[src/rtl/cnn_pkg.sv]
// Shared definitions for the CNN pooling datapath: default geometry and the
// pooling FSM state encoding used by mac_pool_stage.
package cnn_pkg;

    localparam int ROW_W_DEF = 8;
    localparam int COL_H_DEF = 8;
    localparam int ACT_W_DEF = 32;
    localparam int MAC_W     = 64;

    // FILL collects the even row into the line buffer, POOL emits 2x2 maxima.
    typedef enum logic {
        FILL = 1'b0,
        POOL = 1'b1
    } pool_state_e;

endpackage : cnn_pkg

[src/rtl/pool_linebuf.sv]
// Half-row line buffer: one synchronous write port, one combinational read port.
// Holds the horizontal maxima of the even row until the odd row consumes them.
module pool_linebuf #(
    parameter int DEPTH = 4,
    parameter int WIDTH = 32,
    parameter int AW    = (DEPTH > 1) ? $clog2(DEPTH) : 1
) (
    input  logic             clk,
    input  logic             we_i,
    input  logic [AW-1:0]    waddr_i,
    input  logic [WIDTH-1:0] wdata_i,
    input  logic [AW-1:0]    raddr_i,
    output logic [WIDTH-1:0] rdata_o
);

    logic [WIDTH-1:0] mem_q [DEPTH];

    // No reset: every entry is rewritten during FILL before POOL reads it.
    always_ff @(posedge clk) begin
        if (we_i) begin
            mem_q[waddr_i] <= wdata_i;
        end
    end

    assign rdata_o = mem_q[raddr_i];

endmodule : pool_linebuf

[src/rtl/mac_pool_stage.sv]
// ReLU + saturate + 2x2 max-pool stage for a row-major stream of 64-bit MAC
// results, with a one-entry registered output and valid/ready flow control.
module mac_pool_stage
    import cnn_pkg::*;
#(
    parameter int ROW_W = ROW_W_DEF,
    parameter int COL_H = COL_H_DEF,
    parameter int ACT_W = ACT_W_DEF
) (
    input  logic             clk,
    input  logic             rst,
    input  logic             in_valid,
    output logic             in_ready,
    input  logic [MAC_W-1:0] in_data,
    output logic             out_valid,
    input  logic             out_ready,
    output logic [ACT_W-1:0] out_data,
    output logic             out_last
);

    localparam int CW       = $clog2(ROW_W);
    localparam int RW       = $clog2(COL_H);
    localparam int LB_DEPTH = ROW_W / 2;
    localparam int LB_AW    = (LB_DEPTH > 1) ? $clog2(LB_DEPTH) : 1;

    function automatic logic [ACT_W-1:0] umax(input logic [ACT_W-1:0] a,
                                              input logic [ACT_W-1:0] b);
        return (a > b) ? a : b;
    endfunction

    pool_state_e      state_q, state_d;
    logic [CW-1:0]    col_q, col_d;
    logic [RW-1:0]    row_q, row_d;
    logic [ACT_W-1:0] hold_q, hold_d;
    logic [ACT_W-1:0] out_data_q, out_data_d;
    logic             out_valid_q, out_valid_d;
    logic             out_last_q, out_last_d;

    logic             accept;
    logic             col_last;
    logic             row_last;
    logic [ACT_W-1:0] act;
    logic [ACT_W-1:0] hmax;
    logic [ACT_W-1:0] lb_rdata;
    logic [LB_AW-1:0] lb_addr;
    logic             lb_we;
    logic             pool_fire;

    assign in_ready = !(out_valid_q && !out_ready);
    assign accept   = in_valid && in_ready;
    assign col_last = (col_q == CW'(ROW_W - 1));
    assign row_last = (row_q == RW'(COL_H - 1));
    assign lb_addr  = LB_AW'(col_q >> 1);
    assign hmax     = umax(hold_q, act);

    // Negative results clamp to zero; anything wider than ACT_W saturates.
    always_comb begin
        act = in_data[ACT_W-1:0];
        if (in_data[MAC_W-1]) begin
            act = '0;
        end else if ((in_data >> ACT_W) != '0) begin
            act = '1;
        end
    end

    always_comb begin
        col_d = col_q;
        row_d = row_q;
        if (accept) begin
            if (col_last) begin
                col_d = '0;
                row_d = row_last ? '0 : row_q + 1'b1;
            end else begin
                col_d = col_q + 1'b1;
            end
        end
    end

    always_comb begin
        hold_d = hold_q;
        if (accept && !col_q[0]) begin
            hold_d = act;
        end
    end

    always_ff @(posedge clk or negedge rst) begin
        if (!rst) begin
            state_q <= FILL;
        end else begin
            state_q <= state_d;
        end
    end

    always_comb begin
        state_d = state_q;
        if (accept && col_last) begin
            case (state_q)
                FILL:    state_d = POOL;
                POOL:    state_d = FILL;
                default: state_d = FILL;
            endcase
        end
    end

    // Odd columns complete a horizontal pair; the state decides where it goes.
    always_comb begin
        lb_we     = 1'b0;
        pool_fire = 1'b0;
        if (accept && col_q[0]) begin
            if (state_q == FILL) begin
                lb_we = 1'b1;
            end else begin
                pool_fire = 1'b1;
            end
        end
    end

    pool_linebuf #(
        .DEPTH (LB_DEPTH),
        .WIDTH (ACT_W),
        .AW    (LB_AW)
    ) u_linebuf (
        .clk     (clk),
        .we_i    (lb_we),
        .waddr_i (lb_addr),
        .wdata_i (hmax),
        .raddr_i (lb_addr),
        .rdata_o (lb_rdata)
    );

    // A new pooled value may replace a consumed one in the same cycle.
    always_comb begin
        out_valid_d = out_valid_q;
        out_data_d  = out_data_q;
        out_last_d  = out_last_q;
        if (pool_fire) begin
            out_valid_d = 1'b1;
            out_data_d  = umax(lb_rdata, hmax);
            out_last_d  = row_last && col_last;
        end else if (out_ready) begin
            out_valid_d = 1'b0;
        end
    end

    always_ff @(posedge clk or negedge rst) begin
        if (!rst) begin
            col_q       <= '0;
            row_q       <= '0;
            hold_q      <= '0;
            out_valid_q <= 1'b0;
            out_data_q  <= '0;
            out_last_q  <= 1'b0;
        end else begin
            col_q       <= col_d;
            row_q       <= row_d;
            hold_q      <= hold_d;
            out_valid_q <= out_valid_d;
            out_data_q  <= out_data_d;
            out_last_q  <= out_last_d;
        end
    end

    assign out_valid = out_valid_q;
    assign out_data  = out_data_q;
    assign out_last  = out_last_q;

endmodule : mac_pool_stage

[config.mk]
export PLATFORM = sky130hd
export DESIGN_NAME = mac_pool_stage
export DESIGN_NICKNAME = d
export VERILOG_FILES = /design/src/rtl/cnn_pkg.sv /design/src/rtl/pool_linebuf.sv /design/src/rtl/mac_pool_stage.sv
export SDC_FILE = /design/constraint.sdc
export NUM_CORES = 1
export LEC_CHECK = 0
export CORE_MARGIN = 1.5
export CORE_UTILIZATION = 50
export DETAILED_ROUTE_END_ITERATION = 8
export GPL_TIMING_DRIVEN = 0
export PLACE_DENSITY = 0.84
export SLEW_MARGIN = 10
export SYNTH_ARGS = -nofsm -noshare
export SYNTH_HDL_FRONTEND = slang
export SYNTH_SLANG_ARGS = --single-unit
[constraint.sdc]
create_clock -name clk -period 8.23 [get_ports clk]
set_input_delay 1.646 -clock clk [delete_from_list [all_inputs] [get_ports clk]]
set_output_delay 1.646 -clock clk [all_outputs]
set_load 0.03 [all_outputs]
==> impl_metrics.yaml <==
cells_and_area:
  fin_nets: 1028
  diodes: 0
  layout-drive-gt1-share_pct: 15.9
  fin_cells: 1171
  syn_to_final_growth_pct: 21.9
  fill_cells: 1494
clock_tree:
  postCtsHoldBufs: 0
  cts_resized: 0
  post-cts-setup-buffer-count: 0
  cts_buffers: 20
  cts_tree: "yes"
  cts_max_level: 1
  cts_buffer_depth: 3
  clkTransAtPathRegs_ps: 60
  cts_root_buffer: "clkbuf_16"
  insertion_delay_ps: 500
  cts.sinks: 201
job:
  drv_cap: 0
yosys:
  synth_compound_area_share_pct: 16.0
  syn_area_um2: 10100
  syn_inst: 755
  synth_edf_count: 128
  synth_cell_types: 54
  synthAdderAreaFrac_pct: 8.43
  synthArstFlopShare_pct: 36.3
  yosys_most_used_dff: "edfxtp_1"
  ys_seq_elements: 201
  syn_avg_cell_area_um2: 13.4
  muxShareOfSynthArea_pct: 7.46
  ys_seq_area_share_pct: 56.2
  yosys.area_share.simple_pct: 7.79
  synth_xor_area_share_pct: 0.0867
  synth_top_family_by_area: "compound AO/OA/AOI/OAI gates"
  syn-num-nets: 891
  yosysWarnings: 0
critical_path:
  critPathMaxFanout: 10
  crit_required_ps: 8610
  slowest_stage: "o31ai_2"
  cpLargestDelayFamily: "compound AO/OA/AOI/OAI gates"
  crit_arrival_ps: 8150
  reg2reg_depth: 16
  path_class: "primary input to flip-flop"
  start_kind: "primary input"
  r2r_slack_ps: 2970
  timing.rr.start: "hold_q[31]"
  end_kind: "flip-flop"
  crit_chain: "clkdlybuf4s50_1, nor4_1, nand4_1, or2_1, clkbuf_1, buf_2, o21bai_1, ha_1, nand4_1, nor4_2, nand2_1, a21boi_2, clkbuf_4, o31ai_2, inv_1, ha_1, a21oi_1, o21ai_1, a221o_1, a2111o_1, o21ai_0, o211ai_1, a22o_1"
  cpPeakStageDelay_ps: 600
  r2r-end: "out_data[0]"
  crit_buf_inv: 5
hold_path:
  hold-path-cell-count: 2
  min_from: "hold_q[25]"
  holdPathEnd: "hold_q[25]"
  hp-class: "flip-flop to flip-flop"
global_route:
  track_usage_pct: 24.0
  grt_pass1_wl_um: 39700
  antenna_found_initial: 0
  grt_pass1_vias: 7379
  grt_max_degree: 42
  overflow: 0
timing:
  fin_tns_setup_ps: 0
  final.period_utilization_pct: 94.5
  finClkSkew_ps: 13.3
  layout_min_cycle_time_ps: 7780
  setup_viol: 0
  hold_viol_final: 0
  rsz0062_at_grt: "no"
  fmax_mhz: 129
  worst_pin_slew_ps: 936
  report.final.slew_viol_count: 0
  slew_headroom_pct: 37.1
power:
  p_per_area_nw_per_um2: 379
  cellLeakagePower_nw: 4.82
  irDropWorstVdd_v: 0.000143
routing:
  wl_met1_um: 10300
  drt_iter0_drc: 591
  wl_met2_um: 12000
  dr_wl_met3_um: 1850
  routed_wl_um: 24900
  dr.pass1.iters: 5
  via_per_inst: 6.20
  vias: 7255
  highest_layer: "met4"
  wire_per_inst_um: 21.3
  drc: 0
  antenna_left: 0
die:
  ios: 103
  start_util_pct: 51.4
  die_w_um: 145
  die_h_um: 145
  floorplan.die_area_um2: 21100
  core_area_um2: 19700
  rows: 51
placed_design:
  routabilityCongestion: 0.888
  numPortBuffers: 102
  dpl.hpwl_um: 17700
  place_inst: 1135
status:
  status: "finished clean"
[cell usage in the layout, fill, tap and decap left out, types with 3 or more instances in the layout]
cell,Yosys,final
edfxtp_1,128,128
clkbuf_8,0,3
a221o_1,32,32
mux4_2,31,31
buf_12,0,3
buf_6,10,12
nor4_1,10,9
and3_1,32,31
o31ai_2,29,27
clkinv_2,0,3
nor3_1,3,3
buf_2,9,10
o21ai_1,31,31
ha_1,68,68
nand4_1,16,16
a21o_1,3,3
clkbuf_4,3,3
inv_1,35,35
dfrtp_1,73,73
clkbuf_1,25,27
nand2b_1,3,3
nor2_1,10,9
clkbuf_16,0,21
o211ai_1,4,4
nand3_1,10,10
nand2_1,58,58
o21ai_0,41,41
mux2_2,4,4
o21bai_1,29,29
a21oi_1,25,25
clkdlybuf4s50_1,0,101
buf_4,0,8
[through the flow]
step	hold slack [ps]	setup slack [ps]	total power, W	instance area [µm²]	util [%]
2_1_floorplan	474	1540	0.00298	10100	-
3_3_place_gp	489	-850	0.00358	11400	58.3
3_5_place_dp	494	-34.3	0.00369	11600	59.1
4_1_cts	508	447	0.00465	12300	62.5
5_1_grt	525	6.51	0.00493	12300	62.6
6_report	513	454	0.00467	12300	62.6
[sequential cells by signal, summed over array words and instances (netlist names)]
name             cells
u_linebuf.mem_q    128
hold_q              32
out_data            32
col_q                3
row_q                3
out_last             1
out_valid            1
state_q              1
[tightest hold or removal path, stage by stage (launching register included)]
cell	delay, ps
dfrtp_1	360
nand2_1	50
o21ai_0	60
[how the worst max path moves through the flow]
stage,from,to,slack (ps),depth (start not counted)
3_3_place_gp,out_ready,u_linebuf.mem_q[2][21],-850,6
4_1_cts,in_data[63],out_data[0],450,24
6_report,in_data[63],out_data[0],450,23
2_1_floorplan,in_data[58],out_data[23],1540,24
3_5_place_dp,in_data[63],out_data[0],-30,24
5_1_grt,in_data[63],out_data[15],7,25
[synth_stat cells, types with 2 or more instances]
| master | n | area [µm²] |
|---|---|---|
| buf_2 | 9 | 45.0 |
| nand2b_1 | 3 | 18.8 |
| edfxtp_1 | 128 | 3840 |
| and3_1 | 32 | 200 |
| o21ai_1 | 31 | 155 |
| nand2_1 | 58 | 218 |
| buf_6 | 10 | 113 |
| a21o_1 | 3 | 22.5 |
| mux2_2 | 4 | 45.0 |
| o211ai_1 | 4 | 30.0 |
| a221o_1 | 32 | 320 |
| ha_1 | 68 | 851 |
| a221oi_1 | 2 | 17.5 |
| a21oi_1 | 25 | 125 |
| nor2_1 | 10 | 37.5 |
| o21ai_0 | 41 | 205 |
| nand4_1 | 16 | 100 |
| o21bai_1 | 29 | 218 |
| mux4_2 | 31 | 698 |
| clkbuf_1 | 25 | 93.8 |
| nor4_1 | 10 | 62.6 |
| o31ai_2 | 29 | 363 |
| inv_1 | 35 | 131 |
| a2111o_1 | 2 | 22.5 |
| clkbuf_4 | 3 | 22.5 |
| o21bai_2 | 2 | 22.5 |
| nor3_1 | 3 | 15.0 |
| nand3_1 | 10 | 50.1 |
| dfrtp_1 | 73 | 1830 |
| a22o_1 | 2 | 17.5 |
| nor2b_1 | 2 | 12.5 |
[per-layer routing]
metal | global-route usage (%) | vias up
met3 | 3.65 | 64
met4 | 8.72 | 0
met1 | 32.3 | 3597
met5 | 0 | -
met2 | 39.7 | 359
li1 | - | 3235
[layout make-up]
type	count	area (µm²)	area share [%]
sequential	201	5670	46.1
multi-input combinational	471	4060	33.0
timing repair buffer	115	1160	9.41
clock buffer	26	574	4.67
tap	265	332	2.69
buffer	48	278	2.26
inverter	35	131	1.07
clock inverter	10	108	0.874
[cells by family after synthesis]
| logic type | after synthesis |
|---|---|
| compound gates | 213 |
| xor+xnor | 1 |
| fa+ha+maj | 68 |
| buf+inv | 83 |
| flops | 201 |
| mux | 36 |
| simple gates | 153 |
[power breakdown]
part | switching, W | internal [W] | leakage (nW)
logic | 0.00127 | 0.000879 | 2.41
registers | 0.000150 | 0.00143 | 2.08
clock network | 0.000388 | 0.000557 | 0.334
Note: power is estimated with default switching activity, not from simulation.
==> RTL edit 1 (config.mk and constraints unchanged) <==
Make the reset (`rst`) synchronous in 2 clocked blocks.
--- a/src/rtl/mac_pool_stage.sv
+++ b/src/rtl/mac_pool_stage.sv
@@ -85,3 +85,3 @@
 
-    always_ff @(posedge clk or negedge rst) begin
+    always_ff @(posedge clk) begin
         if (!rst) begin
@@ -144,3 +144,3 @@
 
-    always_ff @(posedge clk or negedge rst) begin
+    always_ff @(posedge clk) begin
         if (!rst) begin
Behaviour: no difference found for any inputs over 10 cycles, from zero or initial values and one cycle with rst low; that may be too few to reach the edited logic, so the function may still have changed.
==> RTL edit 1 against the unedited design <==
  * Worst setup slack worse by 0.12 ns
  * Sequential cell count up 2
  * Design area down 1.5%
  * Area after synthesis down 1.8%
  * Register-to-register slack worse by 0.07 ns
  * Routed wire length up 2.7%
  * Largest cell class unchanged
Power is not compared: it rests on default switching activity, and its combinational part moved more than twofold at a synthesized area within 25%.
==> RTL edit 1: results (changes against the unedited design) <==
** Cells and area
- Number of multi-input combinational cells in the layout :: 534 (+13%)
- Count of inverters not on the clock network in the layout :: 66 (+89%)
- The area of combinational cells with multiple inputs came to 4145 µm² (+2.2%).
- Clock buf count :: 28 (+7.7%)

** Worst setup path
- The endpoint identified for the worst register-to-register timing path is out_data[11].
- The largest individual stage delay along the critical path comes from the cell or4_1.
- Slack of the worst reg-to-reg path :: 2.90 ns (-0.07 ns)
- Depth of the most critical reg-to-reg path :: 17 (+1)
- The startpoint identified for the worst register-to-register timing path is hold_q[13].
- The data arrival time of the worst path was 8.32 ns (+0.17 ns).

** Global route
- Wire length of the first global-routing pass :: 39390 µm (-0.90%)
- The met3 track demand over resource was 0.05198 (+0.01550).
- M1 GR Usage :: 0.3136 (-0.009375)
- Global router's overall resource usage :: 0.2500 (+0.009964)
- The via count of the first global-routing pass was 7571 (+2.6%).

** Timing
- Slew headroom :: 0.3506 (-0.02036)
- The tightest hold margin came to 0.4841 ns (-0.02875 ns).
- The final setup skew came to 0.01688 ns (+0.003549 ns).

** Drt
- Total routed wire length on the met1 layer :: 9894 µm (-4.0%)
- The per-cell via count in the routed design was 5.964 (-3.7%).
- Routed wire length :: 25580 µm (+2.7%)
- The initial DRC count is 527 (-11%).
- Met3 wirelength from detailed routing :: 2534 µm (+37%)

** Clock tree
- Number of CTS-inserted buffers :: 21 (+5.0%)

** Run status
- The flow ran to the end, and the final reports show no timing, DRC or antenna violations.

** Place
- The placer congestion estimate is 0.8439 (-4.9%).
- The half-perimeter wire length after detailed placement came to 18020 µm (+1.6%).
- The minimum setup slack after placement is -0.2188 ns (-0.1845 ns).
- # port buffers :: 100 (-2.0%)

** Synthesis
- Post-synthesis xor/xnor area fraction :: 0.0008836 (+0.00001621)
- Nets in the synthesized netlist :: 990 (+11%)
- The fraction of the mapped netlist area in compound gates was 0.08407 (-0.07615).
- The area share of fa/ha/maj cells after synthesis came to 0.08584 (+0.001574).
- Largest cells by area after synthesis :: edfxtp_1 (39%), dfxtp_1 (15%), ha_1 (8.6%)
- The share of cell area taken by muxes after synthesis came to 0.1050 (+0.03043).
- Sorting the synthesized cells by how often they occur yields edfxtp_1 (128), dfxtp_1 (75), nor2_1 (71).
- The sequential area share after synthesis is 0.5393 (-0.02233).
- Async set or reset register ratio after synthesis :: 0 (-0.3632)
- Flop and latch count out of synthesis :: 203 (+1.0%)

** Hold path
- End point of the worst hold path :: hold_q[0]
- In this run the most critical hold path is launched from hold_q[0].
RTL edit 1: changes by cell type in the layout (fill, tap and decap cells not counted), moves of 27 or more:
cell and change:
nor2_1 +60, o21bai_1 -29, nand4_1 +28, dfxtp_1 +75
and2_1 +31, nand3_1 +33, and3_1 -30, o31ai_2 -27
o211ai_1 +28, dfrtp_1 -73, o21ai_1 -31, a221o_1 -30
mux2i_1 +27, inv_1 +31
RTL edit 1: how the worst max path moves through the flow:
stage | from | to | slack (ns)
2_1_floorplan | in_data[63] | out_data[21] | 1.63
3_3_place_gp | in_data[60] | out_data[8] | 0.03
3_5_place_dp | in_data[37] | out_data[27] | -0.22
4_1_cts | in_data[37] | out_data[30] | 0.24
5_1_grt | in_data[37] | out_data[18] | -0.02
6_report | in_data[37] | out_data[11] | 0.33
RTL edit 1: metrics by stage:
stage / utilization / cells
after global routing: 0.6231 / 1263
final: 0.6231 / 1263
after CTS: 0.6215 / 1263
after floorplan: - / 854
after detailed placement: 0.5837 / 1225
after global placement: 0.5778 / 1219
==> RTL edit 2 (same flow settings) <==
Made on the original files. Set the package constant `ROW_W_DEF` to 32 (it was 8).
--- a/src/rtl/cnn_pkg.sv
+++ b/src/rtl/cnn_pkg.sv
@@ -4,3 +4,3 @@
 
-    localparam int ROW_W_DEF = 8;
+    localparam int ROW_W_DEF = 32;
     localparam int COL_H_DEF = 8;
Function: no difference found for any inputs over 10 cycles, from zero or initial values and one cycle with rst low; that may be too few to reach the edited logic, so the function may still have changed.
==> RTL edit 2 against the unedited design <==
  * Routed wire length rose to 2.8 times the old value
  * Combinational power increased by 78%
  * Area after synthesis up 150%
  * First-iteration DRC count rose to 3.6 times the old value
  * Critical path type unchanged
  * Sequential share of layout area grew 12 points
  * Synthesized cell count rose by 93%
  * Cell count rose by 100%
  * Sequential cell count rose by 386
  * Fmax down 2.5%
  * Critical endpoint is now out_data[7]
  * Sequential power rose to 2.5 times the old value
  * Worst setup slack lost 0.20 ns
  * Highest routed layer unchanged
  * Power is 130% higher
  * Critical path depth is 1 lower
  * Design area rose by 140%
==> RTL edit 2: results (changes against the unedited design) <==
** Run status
- The run finished with clean final reports.

** Power
- The combinational power was 0.00383 W (+78%).
- The part of the power in combinational logic came to 0.363 (-0.097).
- The share of power burned in the clock network came to 0.259 (+0.057).
- The total internal power is 0.006896 W (+140%).

** Worst setup path
- Crit path DAT :: 8.54 ns (+0.39 ns)
- The worst reg-to-reg path cell count is 13 (-3).
- Worst setup path end :: out_data[7]
- The slowest stage of the critical path belongs to the cell clkdlybuf4s50_1.
- In this design, the largest share of critical-path delay is due to simple AND/OR/NAND/NOR gates.
- Worst flop-to-flop path startpoint :: col_q[2]
- Slack of the worst reg-to-reg path :: 2.68 ns (-0.29 ns)

** Global route
- The met3 track demand over resource came to 0.05188 (+0.01541).
- Met2 usage in global routing :: 0.4302 (+0.03304)
- Via count of the first global-routing pass :: 15.50k (+110%)
- Wire length of the first global-routing pass :: 100500 µm (+150%)
- The aggregate global-route resource usage came to 0.2742 (+0.03415).
- The met1 track demand over resource came to 0.3675 (+0.04450).
- The maximum number of pins on one net before global-route repair came to 40 (-4.8%).

** Synthesis
- Nets in the synthesized netlist :: 1590 (+78%)
- Cells after Synth :: 1454 (+93%)
- Synth cell types :: 53 (-1.9%)
- The share of synthesized registers carrying an async set or reset was 0.1278 (-0.2354).

** Cells and area
- The layout net count was 1787 (+74%).
- The filler cell count in the final layout came to 3549 (+140%).
- The fraction of final layout cells sized beyond drive strength 1 was 0.2261 (+0.06721).
- Clock buf count :: 67 (+160%)
- Final non-clock buffer share :: 0.06670 (-0.05000)
- Max FFs per register :: 512 (+300%)
- Fraction of area in clock buffers and inverters :: 0.06577 (+0.01037)
- The number of standard cells in the final layout excluding fillers is 2370 (+100%).
- Area occupied by multi-input gates :: 7435 µm² (+83%)
- The non-clock buffer instance count of the final layout is 224 (+37%).

** Timing
- The worst slew margin relative to its limit was 0.2176 (-0.1534).
- Maximum frequency from static timing analysis :: 125.3 MHz (-2.5%)
- Worst Skew :: 0.02811 ns (+0.01478 ns)

** Drt
- Total routed wire length on the met1 layer :: 26310 µm (+160%)
- Routed wire length on met2 :: 32420 µm (+170%)
- Met3 wirelength from detailed routing :: 6859 µm (+270%)
- The per-cell via count in the routed design is 6.469 (+4.4%).
- Initial DRC count :: 2134 (+260%)

** Clock tree
- CTS H-tree lvls :: 2 (+1)
- Number of CTS-inserted buffers :: 57 (+190%)
- PostCTS Resize Cnt :: 9 (+9)

** Place
- Total cell area at the placement stage :: 27690 µm² (+140%)
- The total placed cells including tap cells is 2261 (+99%).

** Die
- The core area came to 49860 µm² (+150%).

** Hold path
- For hold timing, the worst endpoint is out_data[8].
## RTL edit 2: cell types whose count changed after synthesis, sizes merged, moves of 5 or more
cell | unedited run | this run
a211oi | 0 | 61
a21o | 3 | 8
a221o | 32 | 4
and3 | 32 | 4
buf | 20 | 35
clkbuf | 28 | 51
edfxtp | 128 | 512
inv | 35 | 67
mux4 | 31 | 160
nand2 | 58 | 92
nand3 | 10 | 67
nor2 | 10 | 46
nor3 | 3 | 8
o31ai | 30 | 2
## RTL edit 2: kinds of logic (layout without fill, tap and decap cells)
logic type | Yosys count | in the layout | share of synthesized area
multiplexers | 165 | 165 | 0.1454
buffers and inverters | 153 | 397 | 0.02506
AO/OA/AOI/OAI | 218 | 218 | 0.06072
adder cells (fa/ha/maj) | 68 | 68 | 0.03382
flip-flops | 587 | 587 | 0.6857
AND/OR/NAND/NOR | 262 | 262 | 0.04894
XOR/XNOR | 1 | 1 | 0.0003482
